$ cat config.mk
export PLATFORM = sky130hd
export DESIGN_NAME = vm_payout
export DESIGN_NICKNAME = d
export VERILOG_FILES = /design/src/rtl/vm_payout.sv
export SDC_FILE = /design/constraint.sdc
export NUM_CORES = 1
export LEC_CHECK = 0
export CAP_MARGIN = 20
export CORE_MARGIN = 10
export CORE_UTILIZATION = 45
export CTS_CLUSTER_SIZE = 30
export DETAILED_ROUTE_END_ITERATION = 7
export GPL_TIMING_DRIVEN = 0
export PLACE_DENSITY_LB_ADDON = 0.15
export SLEW_MARGIN = 30
export SYNTH_ARGS = -nofsm -noshare
export SYNTH_HDL_FRONTEND = slang
export SYNTH_SLANG_ARGS = --single-unit
$ cat constraint.sdc
create_clock -name clk -period 1.9 [get_ports clk]
set_input_delay 0.38 -clock clk [delete_from_list [all_inputs] [get_ports clk]]
set_output_delay 0.38 -clock clk [all_outputs]
set_load 0.005 [all_outputs]
$ cat src/rtl/vm_payout.sv
// Purpose: vend payout sequencer; pulses the product drop, then ejects and confirms each owed coin.
// Latency: item_drop rises the cycle after vend; done pulses one cycle after the last coin is sensed.
// Backpressure: none; a vend that arrives while busy is dropped and flagged with a one-cycle overrun.
module vm_payout #(
  parameter int unsigned PULSE_LEN = 4,
  parameter int unsigned TIMEOUT   = 16
) (
  input  logic       clk,
  input  logic       rst,
  input  logic       vend,
  input  logic [2:0] change,
  input  logic       coin_sensed,
  output logic       item_drop,
  output logic       coin_eject,
  output logic [2:0] pending,
  output logic       busy,
  output logic       done,
  output logic       overrun,
  output logic       fault
);

  typedef enum logic [2:0] {
    S_IDLE  = 3'd0,
    S_DROP  = 3'd1,
    S_EJECT = 3'd2,
    S_WAIT  = 3'd3,
    S_DONE  = 3'd4,
    S_FAULT = 3'd5
  } state_t;

  localparam logic [3:0] PULSE_LAST = 4'(PULSE_LEN - 1);
  localparam logic [7:0] WAIT_LAST  = 8'(TIMEOUT - 1);

  state_t     state_q, state_d;
  logic [3:0] pcnt_q, pcnt_d;
  logic [7:0] tcnt_q, tcnt_d;
  logic [2:0] pending_q, pending_d;
  logic       item_drop_q, coin_eject_q, busy_q, done_q, overrun_q, fault_q;

  // Next-state, pulse/timeout counters and owed-coin count.
  always_comb begin
    state_d   = state_q;
    pcnt_d    = pcnt_q;
    tcnt_d    = tcnt_q;
    pending_d = pending_q;
    case (state_q)
      S_IDLE: begin
        if (vend) begin
          pending_d = change;
          pcnt_d    = 4'd0;
          state_d   = S_DROP;
        end
      end
      S_DROP: begin
        if (pcnt_q == PULSE_LAST) begin
          pcnt_d  = 4'd0;
          state_d = (pending_q == 3'd0) ? S_DONE : S_EJECT;
        end else begin
          pcnt_d = pcnt_q + 4'd1;
        end
      end
      S_EJECT: begin
        if (pcnt_q == PULSE_LAST) begin
          pcnt_d  = 4'd0;
          tcnt_d  = 8'd0;
          state_d = S_WAIT;
        end else begin
          pcnt_d = pcnt_q + 4'd1;
        end
      end
      S_WAIT: begin
        // A sense in the last timeout cycle still counts as a paid coin.
        if (coin_sensed) begin
          pending_d = (pending_q == 3'd0) ? 3'd0 : pending_q - 3'd1;
          pcnt_d    = 4'd0;
          state_d   = (pending_q <= 3'd1) ? S_DONE : S_EJECT;
        end else if (tcnt_q == WAIT_LAST) begin
          state_d = S_FAULT;
        end else begin
          tcnt_d = tcnt_q + 8'd1;
        end
      end
      S_DONE:  state_d = S_IDLE;
      S_FAULT: state_d = S_FAULT;
      default: state_d = S_IDLE;
    endcase
  end

  // State, counters and registered outputs; reset abandons any vend in flight.
  always_ff @(posedge clk) begin
    if (rst) begin
      state_q      <= S_IDLE;
      pcnt_q       <= 4'd0;
      tcnt_q       <= 8'd0;
      pending_q    <= 3'd0;
      item_drop_q  <= 1'b0;
      coin_eject_q <= 1'b0;
      busy_q       <= 1'b0;
      done_q       <= 1'b0;
      overrun_q    <= 1'b0;
      fault_q      <= 1'b0;
    end else begin
      state_q      <= state_d;
      pcnt_q       <= pcnt_d;
      tcnt_q       <= tcnt_d;
      pending_q    <= pending_d;
      item_drop_q  <= (state_d == S_DROP);
      coin_eject_q <= (state_d == S_EJECT);
      busy_q       <= (state_d != S_IDLE);
      done_q       <= (state_d == S_DONE);
      overrun_q    <= vend && (state_q != S_IDLE);
      fault_q      <= (state_d == S_FAULT);
    end
  end

  assign item_drop  = item_drop_q;
  assign coin_eject = coin_eject_q;
  assign pending    = pending_q;
  assign busy       = busy_q;
  assign done       = done_q;
  assign overrun    = overrun_q;
  assign fault      = fault_q;

endmodule

Yosys cells after proc, flatten, opt, wreduce, memory -nomap -nowiden
Index checks and enable logic that the tools add are counted.

operators by class
  $add $sub $neg = 3
  $lt $le $gt $ge = 1
  equal/unequal tests = 15
  multiplexer cells = 20
  reduce and logical (&&, ||, !) cells = 12

operator list
  operator                                                                           number
  3-bit 2-to-1 mux                                                                   10
  8-bit 2-to-1 mux                                                                   3
  8-bit one-hot mux with 2 select lines                                              1
  3-bit one-hot mux with 5 select lines                                              1
  4-bit 2-to-1 mux                                                                   3
  4-bit one-hot mux with 3 select lines                                              1
  2-bit inequality test (second input constant)                                      5
  3-bit by 2-bit equality test with 1-bit output (second input constant)             3
  3-bit equality test (second input constant)                                        3
  3-bit nonzero test                                                                 3
  8-bit by 1-bit adder with 8-bit output (second input constant)                     1
  8-bit by 4-bit equality test with 1-bit output (second input constant)             1
  3-bit by 1-bit equality test with 1-bit output (second input constant)             2
  3-bit zero test                                                                    2
  3-bit one-hot mux with 2 select lines                                              1
  3-bit AND reduction                                                                2
  4-bit by 1-bit adder with 4-bit output (second input constant)                     1
  4-bit by 2-bit equality test with 1-bit output (second input constant)             1
  4-bit AND reduction                                                                1
  2-bit nonzero test                                                                 2
  3-bit by 1-bit less-or-equal comparator with 1-bit output (second input constant)  1
  3-bit by 1-bit subtractor with 3-bit output (second input constant)                1
  2-bit OR reduction                                                                 1
  1-bit logical AND                                                                  1

storage, ports and cells
  bits in registers = 24
  input port bits = 7
  output and inout port bits = 9
  word-level logic and storage cells = 61

Longest topological paths before layout
Gate-level depths: netlist of run 1.

  depth in word-level cells = 5
  gate-level depth with buffers = 6

Least setup slack after synthesis of run 1
Ideal clock, no wire load.

  path kind = register to register
  from = register pcnt_q[0]
  to = register pcnt_q[0]
  arrival = 1.508 ns
  data required time = 1.753 ns
  setup slack = 0.244 ns
  cell stages (with the launch flop) = 5
  buffers on the path = 0
  clock period less this slack = 1.656 ns
  cell sequence = dfxtp_1 -> ha_1 -> or3b_1 -> a2111oi_0 -> nor3_1

between the ends
  longest elaborated chain between the ends = 3
  elaborated cells on any way between the ends = 4
  classes of those cells = 1 x add/sub; 1 x eq/ne; 2 x mux

ends and longest elaborated chain
  item                                                                                                      RTL line  source
  start, declared                                                                                           35        logic [3:0] pcnt_q, pcnt_d;
  start signal, assigned                                                                                    104       pcnt_q <= pcnt_d;
  4-bit by 1-bit adder with 4-bit output or 4-bit by 2-bit equality test with 1-bit output (tied branches)  -
  4-bit 2-to-1 mux (*)                                                                                      55, 63
  4-bit one-hot mux with 3 select lines (*)                                                                 46        case (state_q)

Every way passes the cells marked *; elsewhere a longest branch is shown, timed or not.
A chain may end at the register's enable or synchronous reset.

Worst setup path after layout of run 1
  from = register pcnt_q[1]
  to = register coin_eject_q, in the netlist coin_eject

between the ends
  longest elaborated chain between the ends = 4
  elaborated cells on any way between the ends = 5
  classes of those cells = 2 x eq/ne; 3 x mux

ends and longest elaborated chain
  item                                                RTL line  source
  4-bit by 2-bit equality test with 1-bit output (*)  55, 63
  3-bit 2-to-1 mux (on tied branches)                 63, 55
  3-bit one-hot mux with 5 select lines (*)           46
  3-bit by 2-bit equality test with 1-bit output (*)  108       coin_eject_q <= (state_d == S_EJECT);
  end signal, assigned                                108
  end, declared                                       38        logic item_drop_q, coin_eject_q, busy_q, done_q, overrun_q, fault_q;

Marks and branches as above.

==> results.md, run 1 <==
- LEAKAGE: 0.561 nW
- Finished Core Util: 0.574
- Post-CTS Setup Bufs: 0
- Die H: 73.8 um
- Most common cell after layout, fill and taps aside: dfxtp_1
- Fill cells: 286
- Worst-Margin Slew: 0.507 ns
- Met1 Wirelength: 1370 um
- Seq/Total Area, Yosys: 0.369
- Synth warnings: 0
- Placed Cells: 193
- Worst Path Required: 2.14 ns
- Met3 WL: 168 um
- Core Area: 2760 um^2
- I/O pins: 16
- Post-route ant nets: 0
- Slew headroom: 0.662
- DRC: 0
- Post-route cell area: 1580 um^2
- H-tree depth: 1
- Via/cell ratio: 5.86
- Cell count after synthesis: 147
- Sequential group share of total power: 0.520
- Clock root buffer: clkbuf_4
- CP Launch Type: flop
- RSZ-0062 raised after global routing: true
- # diodes: 0
- Vias in the first global route: 1181
- CTS sink cnt: 24
- Status: finished, final reports clean
- Largest cells by area after synthesis: dfxtp_1, a21oi_1, ha_1
- Setup violations, final: 0
- Yosys cell types: 50
- Clk Latency, worst-skew pair: 0.32 ns
- Syn Area/Cell: 8.86 um^2
- Pwr/cell area: 644 nW/um^2
- EDFF count, synth: 0
- Dpl ws: -0.388 ns
- Hold/Removal Path Class: reg -> reg
- Internal power: 0.000793 W
- Final cell count without fillers: 197
- Die width: 73.8 um
- Hold Buf Count CTS: 0
- Synth Flop Type: dfxtp_1
- Max Slew Vio Count: 0
- Largest net degree at the start of global routing: 15
- CTS Buf Count: 3
- Max-cap violations: 0
- Sw Ratio: 0.222
- CP max stage cell: or3b_1
- Sw power: 0.000227 W
- Yosys top cell by area: dfxtp_1
- Critical path type: reg -> reg
- First-pass GRT wire length: 5280 um
- Crit-path cells: ha_1 -> or3b_1 -> o21ai_1 -> o311a_1 -> nor4bb_2
- Die area: 5450 um^2
- HPWL after DPL: 2230 um
- Initial core utilization: 0.472
- Synth async-reset ratio: 0
- Layout cells sized above 1: 0.139
- Crit end category: flop
- DRT iter0 DRCs: 57
- Tcrit/Tclk final: 0.953
- Grt ovf: 0
- Logic gate share of total power: 0.118
- Share of the synthesized area in the top cell type: 0.369
- Most frequent cells in the layout: dfxtp_1, clkdlybuf4s50_1, nand2_1
- Final wirelength: 3000 um
- P&R area growth vs syn: 21.5%
- Reg clk slew, reported paths: 0.13 ns
- RD Place Congestion: 0.841
- Crit-path max FO: 6
- Metal2 WL: 1440 um
- Clock power share: 0.361
- Count of input and output buffers: 15
- Placed cell area: 1490 um^2
- Flops & latches, synth: 24
- Fmax: 552 MHz
- Peak supply drop: 0.486 mV
- CP max stage delay: 0.41 ns
- Setup WS post-layout: 0.0889 ns
- Fin. Hold Viols: 0
- Worst path arrival time: 2.05 ns
- Post-layout nets: 178
- Pre-Repair DR Iteration Count: 4
- Min Clock Period, post-route: 1.81 ns
- Max Used Layer: met4
- Syn_nets: 158
- Via Count: 1154
- WL/cell: 15.2 um
- Initial antenna violation count: 0
- Setup Skew: 0.00244 ns
- Max Buffers Root-to-Sink: 2
- CTS tree: done
- Cell Area, Synth: 1300 um^2
- Num rows: 19
- Overall global routing resource usage: 0.119
## Yosys cell counts (3+ instances only)
library cell  instances
a211oi_1              3
xor2_1                3
o21ai_1               3
nor2_1                7
o21ai_0               4
buf_2                 3
dfxtp_1              24
nor3_1                7
nor3b_1               3
nand2_1              11
or3_1                 3
nor3b_2               3
nand3_1               6
ha_1                  4
mux2i_1               3
nand2b_1              5
clkbuf_1              3
a21oi_1              10
## metal layers
metal / vias up / GRT usage
met4: 0 / 0.0497
met3: 5 / 0.0350
met5: - / 0
met1: 542 / 0.139
li1: 579 / -
met2: 28 / 0.196
## flip-flops by register name, indices dropped and copies added, names as in the netlist
signal      count
overrun         1
coin_eject      1
state_q         3
pcnt_q          4
busy            1
pending         3
fault           1
tcnt_q          8
item_drop       1
done            1
## critical path: cells and delay by family, from the launching register on
kind,cells,cell delay (ns)
AND/OR/NAND/NOR,2,0.71
adder cells (fa/ha/maj),1,0.21
flip-flops,1,0.39
AO/OA/AOI/OAI,2,0.43
## power by group through the flow
stage / sequential, W / combinational [W] / clock [W]
3_5_place_dp: 0.000541 / 0.000118 / 0
3_3_place_gp: 0.000541 / 0.000115 / 0
6_report: 0.000531 / 0.000120 / 0.000368
4_1_cts: 0.000531 / 0.000119 / 0.000382
5_1_grt: 0.000533 / 0.000138 / 0.000397
2_1_floorplan: 0.000540 / 0.0000665 / 0
## cell families (layout without fill, tap and decap cells)
| kind of cell | after synthesis | in the layout | synth area share |
|---|---|---|---|
| AOI/OAI and AO/OA | 34 | 34 | 0.172 |
| xor gates and xnor gates | 5 | 5 | 0.0336 |
| adders and majority gates | 4 | 4 | 0.0384 |
| buffers and inverters | 9 | 28 | 0.0317 |
| DFF | 24 | 24 | 0.369 |
| muxes | 3 | 3 | 0.0231 |
| and+or+nand+nor | 68 | 68 | 0.332 |
## final timing paths
path | startpoint | end | slack [ns] | depth (start not counted)
setup / recovery | pcnt_q[1]$_SDFFE_PP0P_ | coin_eject$_SDFF_PP0_ | 0.09 | 5
hold / removal | tcnt_q[7]$_SDFFE_PP0P_ | tcnt_q[7]$_SDFFE_PP0P_ | 0.49 | 2
setup reg to reg | pcnt_q[1]$_SDFFE_PP0P_ | coin_eject$_SDFF_PP0_ | 0.09 | 5
hold reg to reg | tcnt_q[7]$_SDFFE_PP0P_ | tcnt_q[7]$_SDFFE_PP0P_ | 0.49 | 2
## what timing repair did
item / CTS / global route
resized for setup: 3 / 8
pin swaps: 0 / 1
endpoints found under the setup margin: 5 / 12
## through the flow
stage / setup TNS [ns] / total power (W) / hold WS [ns]
4_1_cts: 0 / 0.00103 / 0.501
3_5_place_dp: -4.28 / 0.000659 / 0.482
6_report: 0 / 0.00102 / 0.492
5_1_grt: -0.112 / 0.00107 / 0.510
3_3_place_gp: -4.13 / 0.000656 / 0.452
2_1_floorplan: 0 / 0.000606 / 0.437
## area by class of cell
type,count,area [um^2],area share
buffer,7,33.8,0.0213
timing repair buffer,15,149,0.0941
clock buffer,3,22.5,0.0142
multi-input combinational,114,820,0.518
sequential,24,482,0.304
inverter,2,7.51,0.00474
tap,31,38.8,0.0245
clock inverter,1,30.0,0.0190
Power figures use the tool's default switching activity.
==> inputs of run 2 (changes only) <==
--- a/config.mk
+++ b/config.mk
@@ -8,7 +8,6 @@
 export CAP_MARGIN = 20
 export CORE_MARGIN = 10
 export CORE_UTILIZATION = 45
-export CTS_CLUSTER_SIZE = 30
 export DETAILED_ROUTE_END_ITERATION = 7
 export GPL_TIMING_DRIVEN = 0
 export PLACE_DENSITY_LB_ADDON = 0.15
==> results of run 2 <==
The final DEF is identical to that of run 1; final timing and power are the same.
==> inputs of run 3 (changes only) <==
--- a/config.mk
+++ b/config.mk
@@ -8,6 +8,7 @@
 export CAP_MARGIN = 20
 export CORE_MARGIN = 10
 export CORE_UTILIZATION = 45
+export CTS_CLUSTER_DIAMETER = 200
 export DETAILED_ROUTE_END_ITERATION = 7
 export GPL_TIMING_DRIVEN = 0
 export PLACE_DENSITY_LB_ADDON = 0.15
==> constraint.sdc (replaced) <==
create_clock -name clk -period 1.6 [get_ports clk]
set_input_delay 0.32 -clock clk [delete_from_list [all_inputs] [get_ports clk]]
set_output_delay 0.32 -clock clk [all_outputs]
set_load 0.005 [all_outputs]
==> results.md, run 3 (same netlist as run 1, synthesis figures left out) <==
- Status: complete, but fails checks
- Failing checks: setup timing
- Die area: 5450 um^2 (unchanged)
- Clock power share: 0.353 (-0.008)
- Die width: 73.8 um (unchanged)
- Fill cells: 230 (-20%)
- Sw power: 0.000292 W (+29%)
- Slew headroom: 0.645 (-0.0171)
- Reg clk slew, reported paths: 0.14 ns (about the same)
- Most frequent cells in the layout: buf_4, clkdlybuf4s50_1, dfxtp_2
- RD Place Congestion: 0.824 (-2.0%)
- Setup TNS: -0.396 ns (-0.396 ns)
- Fin. Hold Viols: 0 (unchanged)
- Met1 Wirelength: 1470 um (+7.8%)
- H-tree depth: 1 (unchanged)
- Crit end category: flop
- Dpl ws: -0.660 ns (-0.272 ns)
- Final wirelength: 3330 um (+11%)
- Via/cell ratio: 5.86 (about the same)
- I/O pins: 16 (unchanged)
- Buf+Inv Stages, Crit Path: 1 (+1)
- Post-layout nets: 190 (+6.7%)
- Vias in the first global route: 1262 (+6.9%)
- Sequential group share of total power: 0.501 (-0.019)
- Max Slew Vio Count: 0 (unchanged)
- Count of input and output buffers: 15 (unchanged)
- Logic gate share of total power: 0.146 (+0.028)
- Max FFs per register: 8 (unchanged)
- Biggest regs: tcnt_q: 8 flops, pcnt_q: 4 flops
- Hold/Removal Path Class: reg -> reg
- CTS Buf Count: 3 (unchanged)
- Die H: 73.8 um (unchanged)
- Tcrit/Tclk final: 1.07 (+0.114)
- RSZ-0062 raised after global routing: true
- Crit-path max FO: 5 (-1)
- Setup Skew: 0.00705 ns (+0.00461 ns)
- Hold Buf Count CTS: 0 (unchanged)
- Setup violations, final: 6 (+6)
- Pwr/cell area: 698 nW/um^2 (+8.4%)
- Clock root buffer: clkbuf_4
- Internal power: 0.000969 W (+22%)
- Max-cap violations: 0 (unchanged)
- CTS tree: done
- DRT iter0 DRCs: 80 (+40%)
- Grt ovf: 0 (unchanged)
- Overall global routing resource usage: 0.125 (+0.00603)
- Largest net degree at the start of global routing: 15 (unchanged)
- DRC: 0 (unchanged)
- CP max stage delay: 0.38 ns (-0.03 ns)
- Biggest register: tcnt_q
- Core Area: 2760 um^2 (unchanged)
- P&R area growth vs syn: 38.7%
- Max Buffers Root-to-Sink: 2 (unchanged)
- CP top delay family: simple AND/OR/NAND/NOR gates
- Clk Latency, worst-skew pair: 0.32 ns (about the same)
- CP Launch Type: flop
- Post-route ant nets: 0 (unchanged)
- Worst path arrival time: 1.96 ns (-0.09 ns)
- Sw Ratio: 0.232 (+0.00963)
- Pre-Repair DR Iteration Count: 4 (unchanged)
- WL/cell: 15.9 um (+4.4%)
- Setup WS post-layout: -0.108 ns (-0.197 ns)
- Worst Path Required: 1.85 ns (-0.29 ns)
- Peak supply drop: 0.770 mV (+58%)
- Fmax: 585 MHz (+6.0%)
- Crit-path cells: ha_4 -> nor3b_4 -> mux2i_1 -> o311a_1 -> buf_4 -> nor4b_2
- Critical path type: reg -> reg
- Layout cells sized above 1: 0.354 (+0.215)
- CTS sink cnt: 24 (unchanged)
- Max Used Layer: met4
- Worst-Margin Slew: 0.533 ns (+0.0256 ns)
- Metal2 WL: 1670 um (+16%)
- CP max stage cell: dfxtp_2
- WHS: 0.479 ns (-0.0127 ns)
- Met3 WL: 156 um (-7.1%)
- HPWL after DPL: 2150 um (-3.5%)
- Num rows: 19 (unchanged)
- First-pass GRT wire length: 5550 um (+5.1%)
- Initial antenna violation count: 0 (unchanged)
- LEAKAGE: 0.638 nW (+14%)
- Initial core utilization: 0.472 (unchanged)
- Min Clock Period, post-route: 1.71 ns (-0.103 ns)
- Via Count: 1224 (+6.1%)
- # diodes: 0 (unchanged)
## run 3: power groups by stage
stage,logic (W),clock network [W],registers (W)
2_1_floorplan,0.0000798,0,0.000641
3_3_place_gp,0.000138,0,0.000642
3_5_place_dp,0.000141,0,0.000642
4_1_cts,0.000165,0.000461,0.000630
5_1_grt,0.000201,0.000479,0.000634
6_report,0.000184,0.000445,0.000632
## run 3: through the flow
| stage | util | cell area [um^2] | power (W) | cells |
|---|---|---|---|---|
| final | 0.655 | 1810 | 0.00126 | 209 |
| after detailed placement | 0.541 | 1490 | 0.000784 | 193 |
| after floorplan | - | 1300 | 0.000721 | 147 |
| after CTS | 0.631 | 1740 | 0.00126 | 208 |
| after global placement | 0.541 | 1490 | 0.000780 | 193 |
| after global routing | 0.655 | 1810 | 0.00131 | 209 |
## run 3: path summary, 6_finish.rpt
path	from	end	slack, ns	depth (start not counted)
worst max-delay path	pcnt_q[1]$_SDFFE_PP0P_	fault$_SDFF_PP0_	-0.11	6
worst min-delay path	tcnt_q[7]$_SDFFE_PP0P_	tcnt_q[7]$_SDFFE_PP0P_	0.48	2
worst max register to register	pcnt_q[1]$_SDFFE_PP0P_	fault$_SDFF_PP0_	-0.11	6
worst min register to register	tcnt_q[7]$_SDFFE_PP0P_	tcnt_q[7]$_SDFFE_PP0P_	0.48	2
## run 3: routing by layer
| layer | vias to the layer above | track usage |
|---|---|---|
| li1 | 603 | - |
| met1 | 599 | 0.138 |
| met2 | 18 | 0.222 |
| met3 | 4 | 0.0417 |
| met4 | 0 | 0.0311 |
| met5 | - | 0 |
## run 3: cell type report
cell class                      count  area [um^2]  share of cell area
Buffer                              6         37.5              0.0208
Tap cell                           31         38.8              0.0215
Sequential cell                    24          499               0.276
Clock buffer                        3         22.5              0.0125
Clock inverter                      1         30.0              0.0166
Inverter                            2         7.51             0.00416
Multi-Input combinational cell    114          923               0.511
Timing Repair Buffer               28          248               0.137
## run 3: tightest hold or removal path, cell delays in order, from the launching register on
cell and delay (ns):
dfxtp_2 0.35, nand2_1 0.05, mux2i_1 0.06
## run 3: timing repair
action                                  4_1_cts  5_1_grt
cloned                                        0        0
resized for setup                            34       19
endpoints found under the setup margin       22       24
setup buffers                                11        2
pin swaps                                     8        7
